`src/rtl/address_register_bank.sv`:
```
// address_register_bank: PC/AR/SP plus general address registers with per-register functions,
// PC auto-step, sticky SP bound flags and two combinational read ports.
module address_register_bank #(
  parameter int WIDTH = 16,
  parameter int NREG = 4,
  parameter int SEL_W = 2,
  parameter logic [WIDTH-1:0] PC_RESET = '0,
  parameter logic [WIDTH-1:0] SP_RESET = '1,
  parameter logic [WIDTH-1:0] SP_LIMIT = 16'h0100
) (
  input  logic             Clock,
  input  logic             Reset,
  input  logic [WIDTH-1:0] I,
  input  logic [NREG-1:0]  RegSel,
  input  logic [2:0]       FunSel,
  input  logic             PcStep,
  input  logic             FlagClr,
  input  logic [SEL_W-1:0] OutCSel,
  input  logic [SEL_W-1:0] OutDSel,
  output logic [WIDTH-1:0] OutC,
  output logic [WIDTH-1:0] OutD,
  output logic             SpOvf,
  output logic             SpUnf
);
  localparam logic [WIDTH-1:0] ONE = {{(WIDTH-1){1'b0}}, 1'b1};
  logic [WIDTH-1:0] regs [NREG];
  logic [WIDTH-1:0] nxt [NREG];
  logic [WIDTH-1:0] rd [2**SEL_W];
  logic ovf_evt, unf_evt;
  function automatic logic [WIDTH-1:0] apply(input logic [2:0] f, input logic [WIDTH-1:0] r, d);
    return f == 3'b001 ? d :
           f == 3'b010 ? r + ONE :
           f == 3'b011 ? r - ONE :
           f == 3'b100 ? '0 :
           f == 3'b101 ? r + d : r;
  endfunction
  assign ovf_evt = !RegSel[2] && FunSel == 3'b011 && regs[2] == SP_LIMIT;
  assign unf_evt = !RegSel[2] && FunSel == 3'b010 && regs[2] == SP_RESET;
  always_comb begin
    for (int k = 0; k < NREG; k++) nxt[k] = RegSel[k] ? regs[k] : apply(FunSel, regs[k], I);
    if (RegSel[0] && PcStep) nxt[0] = regs[0] + ONE;
    if (ovf_evt || unf_evt) nxt[2] = regs[2];
  end
  // A set event on the same edge as FlagClr wins, so the flag stays 1.
  always_ff @(posedge Clock or negedge Reset) begin
    if (!Reset) begin
      for (int k = 0; k < NREG; k++) regs[k] <= k == 0 ? PC_RESET : k == 2 ? SP_RESET : '0;
      SpOvf <= 1'b0;
      SpUnf <= 1'b0;
    end else begin
      for (int k = 0; k < NREG; k++) regs[k] <= nxt[k];
      SpOvf <= ovf_evt | (SpOvf & ~FlagClr);
      SpUnf <= unf_evt | (SpUnf & ~FlagClr);
    end
  end
  for (genvar k = 0; k < 2**SEL_W; k++) begin : g_rd
    if (k < NREG) begin : g_in
      assign rd[k] = regs[k];
    end else begin : g_out
      assign rd[k] = '0;
    end
  end
  assign OutC = rd[OutCSel];
  assign OutD = rd[OutDSel];
endmodule
```
`config.mk`:
```
export PLATFORM = sky130hd
export DESIGN_NAME = address_register_bank
export DESIGN_NICKNAME = d
export VERILOG_FILES = /design/src/rtl/address_register_bank.sv
export SDC_FILE = /design/constraint.sdc
export NUM_CORES = 1
export LEC_CHECK = 0
export ABC_AREA = 1
export CAP_MARGIN = 10
export CORE_UTILIZATION = 30
export DETAILED_ROUTE_END_ITERATION = 10
export PLACE_DENSITY = 0.55
export SYNTH_ARGS = -nofsm -noshare
export SYNTH_HDL_FRONTEND = slang
export SYNTH_SLANG_ARGS = --single-unit
export TNS_END_PERCENT = 20
```
`constraint.sdc`:
```
create_clock -name Clock -period 5.4 [get_ports Clock]
set_clock_uncertainty 0.05 [all_clocks]
set_input_delay 0.54 -clock Clock [delete_from_list [all_inputs] [get_ports Clock]]
set_output_delay 0.54 -clock Clock [all_outputs]
set_load 0.01 [all_outputs]
```
Word-level counts from Yosys, hierarchy flattened
Index checks and enable logic that the tools add are counted.

Output and inout bits: 34. Logic and storage cells: 80. Flip-flop bits (word level): 66.

Reduce and logical (&&, ||, !) cells: 13. Equal/unequal tests: 8. $add $sub $neg: 12. Bitwise gates (word level): 11. Multiplexer cells: 28. Order comparisons: 2.

Operators by type and width (number): $mux 16 (26); $add 16x1->16 const B (4); $add 16x16->16 (4); $bmux 16 s2 (2); $sub 16x1->16 const B (4); $eq 16x16->1 const B (1); $eq 16x9->1 const B (1); $eq 3x2->1 const B (2); $eq 3x3->1 const B (2); $ge 3x3->1 const B (2); $not 2->3 (2); $reduce_and 2->1 (3); $reduce_bool 6->1 (1); $logic_and 1x1->1 (5); $not 1->1 (5); $reduce_bool 5->1 (1); $eq 3x1->1 const B (1); $reduce_and 3->1 (1); $and 1x1->1 (2); $ne 2x1->1 const B (1); $or 1x1->1 (2); $logic_not 1->1 (1); $logic_or 1x1->1 (1).

Logic depth before layout (Yosys ltp)
Word-level depth: 8. Gate-level depth with buffers: 16. Mapped depth without buffers: 16.

Worst setup path after synthesis
Ideal clock, no wire load.

Kind: in2reg. From: in I[0]. To: reg regs, in the netlist rd[10]. Path buffers: 0. Data arrival time: 2.125 ns. Stages on the path: 14. Slack: 3.147 ns. Data required time: 5.273 ns. Library setup time: 0.077 ns. Cell sequence: ha_1 > inv_1 > fa_1 > inv_1 > nand3_1 > nand2_1 > inv_1 > o21ai_0 > nand2_1 > nand3b_1 > nand3_1 > nand2_1 > nand3_1 > a21oi_1.

Longest elaborated chain between the ends: 6.

RTL lines: from (decl) (RTL line 13) `input logic [WIDTH-1:0] I,`; $add 16x16->16 (RTL line 35) `f == 3'b101 ? r + d : r;`; $mux 16 (RTL line 35); $mux 16 (RTL line 34) `f == 3'b100 ? '0 :`; $mux 16 (RTL line 33) `f == 3'b011 ? r - ONE :`; $mux 16 (RTL line 32) `f == 3'b010 ? r + ONE :`; $mux 16 (RTL line 31) `return f == 3'b001 ? d :`; to (decl) (RTL line 26) `logic [WIDTH-1:0] regs [NREG];`.

Every way passes these cells. The select of a mux whose other input is x is not followed. A chain may end at the register's enable or synchronous reset.

Worst setup path in the final report
From: in OutCSel[0]. To: out OutC[1].

Longest elaborated chain between the ends: 4.

RTL lines: from (decl) (RTL line 18) `input logic [SEL_W-1:0] OutCSel,`; $not 2->3 (not written as such) (RTL line 63) `assign OutC = rd[OutCSel];`; $bmux 16 s2 (RTL line 63); $mux 16 (not written as such) (2 in series) (RTL line 63); to (decl) (RTL line 20) `output logic [WIDTH-1:0] OutC,`.

Every way passes these cells. The select of a mux whose other input is x is not followed.

==> results summary <==
The remaining global-route overflow came out at 0. The delay of the slowest cell on the worst path came out at between 600 and 700 ps. The worst-case headroom to the max-slew limit is about a third.

The maximum resistive drop on vdd came out at between 0.15 and 0.2 mV. The clock tree synthesis step divided the H-tree into 3 levels. The global-route met3 utilization came out at 4.07%. The clock tree from TritonCTS is yes.

The number of flops mapped to enable cells by yosys is 0. Sorting the synthesized cells by area gives the leading types as sky130_fd_sc_hd__nand2_1 16%, sky130_fd_sc_hd__dfrtp_1 11%, sky130_fd_sc_hd__a21oi_1 8.7%. The I/O pin count is 65.

Setup violations remaining at the end of the flow were counted as 0. The number of gates resized after cts came out at 0. Entering global routing, the biggest net connects 67 pins.

The clock passes through at most 2 buffers. The overall die height came out at 196 microns. Setup repair after global routing left no endpoint under its margin. STA classifies the critical path endpoint as a primary output.

The final hold slack is 277 ps. The filler cell count came out at approximately 4100. The static leakage came out at slightly below 6 nW. The final worst-path cycle share is about three quarters. The critical path ends at OutC[1].

The number of core rows came out at 70. The setup slack of the most critical reg-to-reg path is around 2700 ps. The worst reg-to-reg path cell count is 10. At the end of routability-driven placement, the weighted congestion stood at about 0.95. The met1 usage is 34.7%. In this run the critical register-to-register path is captured at rd[25]. Once the floorplan was initialized, standard cells occupied a little over 30% of the core.

For the worst setup path, the data arrival time is roughly 3400 ps. During synthesis, Yosys emitted a total of 0 warnings. After clock tree synthesis, the clock-pin slew on the worst setup and hold paths is 60 ps.

The wire length of the first global-routing pass came out at between 70 and 80 mm. The count of routing violations after the opening detailed-route iteration is approximately 1600. Derived from the worst setup path, the maximum achievable clock frequency is 249 MHz. The maximum fanout count along the critical path is 28.

The critical path in this run is classified as primary input to primary output. The average via count per standard cell came out at about 5.5. The global routing stage identified its most utilized layer as met2.

The instance area at placement is approximately 0.012 sq mm. The share of async-settable or async-resettable flops after synthesis is 100%. The sequential cell area in the final layout came out at 0.00167 sq mm. The clock tree root driver cell is sky130_fd_sc_hd__clkbuf_16. The routed wire length came out at 49.5 mm. The count of final max-slew check failures was 0. The average cell area after synthesis is 5.70 sq um. The routed layout has approximately 13000 vias.

Adding up every negative setup slack in the final design gives 0 ps. The largest individual stage delay along the critical path comes from the cell sky130_fd_sc_hd__clkinv_1. The die width is around 200 microns.

For this design, the CTS-stage hold fixing added 0 buffers. The summed instance area of the synthesized netlist is approximately 0.011 sq mm. The core box area came out at around 0.037 sq mm. The HPWL after detailed placement is roughly 37 mm. The area added between synthesis and finish came out at 9.75%.

For this run, the register share of the synthesized area comes to between 10% and 20%. The flow ran to the end, and the final reports show no timing, DRC or antenna violations. Traced cell by cell, the critical path runs through clkdlybuf4s50_1, buf_4, clkinv_1, o21ai_0, a21oi_1, a21oi_1, clkdlybuf4s50_1. The cell area after layout came out at roughly 0.012 sq mm. The number of nets in the synthesized netlist is roughly 2100. The number of iterations in the first detailed-routing pass came out at 5. The number of DRC violations after detailed routing is 0.

The most frequent standard cell in the layout excluding fill and tap cells is sky130_fd_sc_hd__nand2_1. In this run the critical register-to-register path is launched from rd[17]. The clock sink total is 66. The number of buffers inserted during clock tree synthesis came out at 9. The buffers inserted during post-CTS setup optimization came out at 0. The area used by multi-input combinational logic is approximately 0.0083 sq mm. The final hold violation count is 0. The average wire length per cell after detail routing came out at 20.3 microns.

The required time of the critical path is about 4800 ps. The gate count of the mapped netlist came out at between 1500 and 2000. The worst setup path is launched from a primary input. The insertion delay to the later sink of the worst-skew pair came out at between 300 and 400 ps. The number of antenna violations at the first check in global routing is 0. Max-cap violations in this run came to 0. For the pin with the worst max-slew slack, the measured transition is around 990 ps. The number of global-route vias before repair is roughly 13000.

For this run, the leading register cell type out of synthesis is sky130_fd_sc_hd__dfrtp_1. The setup slack at placement came out at 1450 ps. The worst setup path startpoint is OutCSel[0]. The number of synthesized register bits came out at 66. The total number of nets in the final design is between 2000 and 2500.

The total die area is roughly 0.038 sq mm. The count of port buffers added during placement is 64. The power per unit of standard cell area is ~430 mW/mm^2.

The shortest period the worst path allows is 4010 ps. The share of cells above drive strength 1 came out at approximately 4.8%. The share of the synthesized area in the top cell type came out at between 10% and 20%. In the layout the commonest cells are 495 x sky130_fd_sc_hd__nand2_1, 244 x sky130_fd_sc_hd__nor2_1, 205 x sky130_fd_sc_hd__inv_1, 195 x sky130_fd_sc_hd__a21oi_1, 165 x sky130_fd_sc_hd__o21ai_0. The path class of the tightest hold or removal check is primary input to asynchronous set/reset pin. sky130_fd_sc_hd__nand2_1 takes more of the synthesized area than any other cell. The post-route antenna net violation count came out at 0.

For this run, global-route usage on met2 was measured as 40.8%. The total routing usage reported by global routing came out at approximately 26%. The number of antenna diodes came out at 0. The number of different library cells used by synthesis comes to 53. The utilization after layout is between 30% and 40%. Setup slack closes at 1390 ps.
## critical path: cells and delay by family
| kind | cells | cell delay [ps] |
|---|---|---|
| compound gates | 3 | 860 |
| buf+inv | 4 | 2010 |
## worst min-delay path by stage
stage                     endpoint  slack, ps  cells past startpoint
after global placement       SpUnf        480                      2
after CTS                   rd[55]        320                      1
after global routing        rd[55]        350                      1
after detailed placement     SpUnf        470                      2
after floorplan              SpOvf        190                      0
final                       rd[56]        280                      1
## power breakdown
group	internal, mW	switching [mW]	leakage [nW]
registers	0.702	0.602	0.752
logic	1.23	2.15	5.04
clock network	0.383	0.261	0.145
total	2.31	3.01	5.94
## state kept, by name, indices dropped and copies added, names as in the netlist
signal / count
rd: 64
SpOvf: 1
SpUnf: 1
## per-stage QoR
step                cells  total power [mW]
global placement     2419              4.57
finish               2435              5.32
detailed placement   2419              4.60
CTS                  2435              5.26
global route         2435              5.81
floorplan            1977              3.53
## cell families (layout without fill, tap and decap cells)
logic type                 Yosys count  in the layout  share of synthesized area [%]
AOI/OAI and AO/OA                  445            445                           21.3
xor gates and xnor gates            57             57                           4.43
adders and majority gates           73             73                           8.37
buffers and inverters              318            308                           11.8
DFF                                 66             66                           14.8
and+or+nand+nor                   1018           1018                           39.3
## metal layers
layer / wire length [microns] / vias up
met5: 0 / -
met4: 1940 / 0
met3: 3860 / 111
met2: 21800 / 599
met1: 21900 / 6228
li1: - / 6523
## synth_stat cells (2+ instances only)
master / n
sky130_fd_sc_hd__ha_1: 69
sky130_fd_sc_hd__nor4_1: 6
sky130_fd_sc_hd__o21ai_0: 165
sky130_fd_sc_hd__a21o_1: 5
sky130_fd_sc_hd__nand2_1: 495
sky130_fd_sc_hd__nor2_4: 12
sky130_fd_sc_hd__clkinv_1: 2
sky130_fd_sc_hd__inv_2: 11
sky130_fd_sc_hd__xor2_1: 47
sky130_fd_sc_hd__nand3_1: 162
sky130_fd_sc_hd__nor2_1: 244
sky130_fd_sc_hd__buf_6: 6
sky130_fd_sc_hd__nor2_2: 5
sky130_fd_sc_hd__o22ai_1: 8
sky130_fd_sc_hd__nand4_1: 25
sky130_fd_sc_hd__buf_4: 12
sky130_fd_sc_hd__nor3_4: 3
sky130_fd_sc_hd__nor3_1: 28
sky130_fd_sc_hd__clkbuf_1: 50
sky130_fd_sc_hd__inv_1: 205
sky130_fd_sc_hd__and2_1: 2
sky130_fd_sc_hd__dfrtp_1: 50
sky130_fd_sc_hd__a22oi_1: 2
sky130_fd_sc_hd__nand2_2: 4
sky130_fd_sc_hd__o21a_1: 3
sky130_fd_sc_hd__nor3_2: 3
sky130_fd_sc_hd__or2_2: 8
sky130_fd_sc_hd__o221ai_1: 6
sky130_fd_sc_hd__nand2_4: 2
sky130_fd_sc_hd__a31oi_1: 23
sky130_fd_sc_hd__dfstp_2: 16
sky130_fd_sc_hd__o21ai_1: 8
sky130_fd_sc_hd__fa_1: 4
sky130_fd_sc_hd__nand3b_1: 15
sky130_fd_sc_hd__o21bai_1: 7
sky130_fd_sc_hd__buf_2: 26
sky130_fd_sc_hd__buf_1: 3
sky130_fd_sc_hd__a21oi_1: 195
sky130_fd_sc_hd__o211ai_1: 17
sky130_fd_sc_hd__xnor2_1: 10
## final cells by class
| cell class | count | share of cell area, % |
|---|---|---|
| Clock inverter | 4 | 0.405 |
| Clock buffer | 12 | 2.07 |
| Timing Repair Buffer | 72 | 5.65 |
| Inverter | 220 | 6.76 |
| Tap cell | 468 | 4.74 |
| Sequential cell | 66 | 13.5 |
| Multi-Input combinational cell | 1593 | 66.9 |
Power figures use the tool's default switching activity.
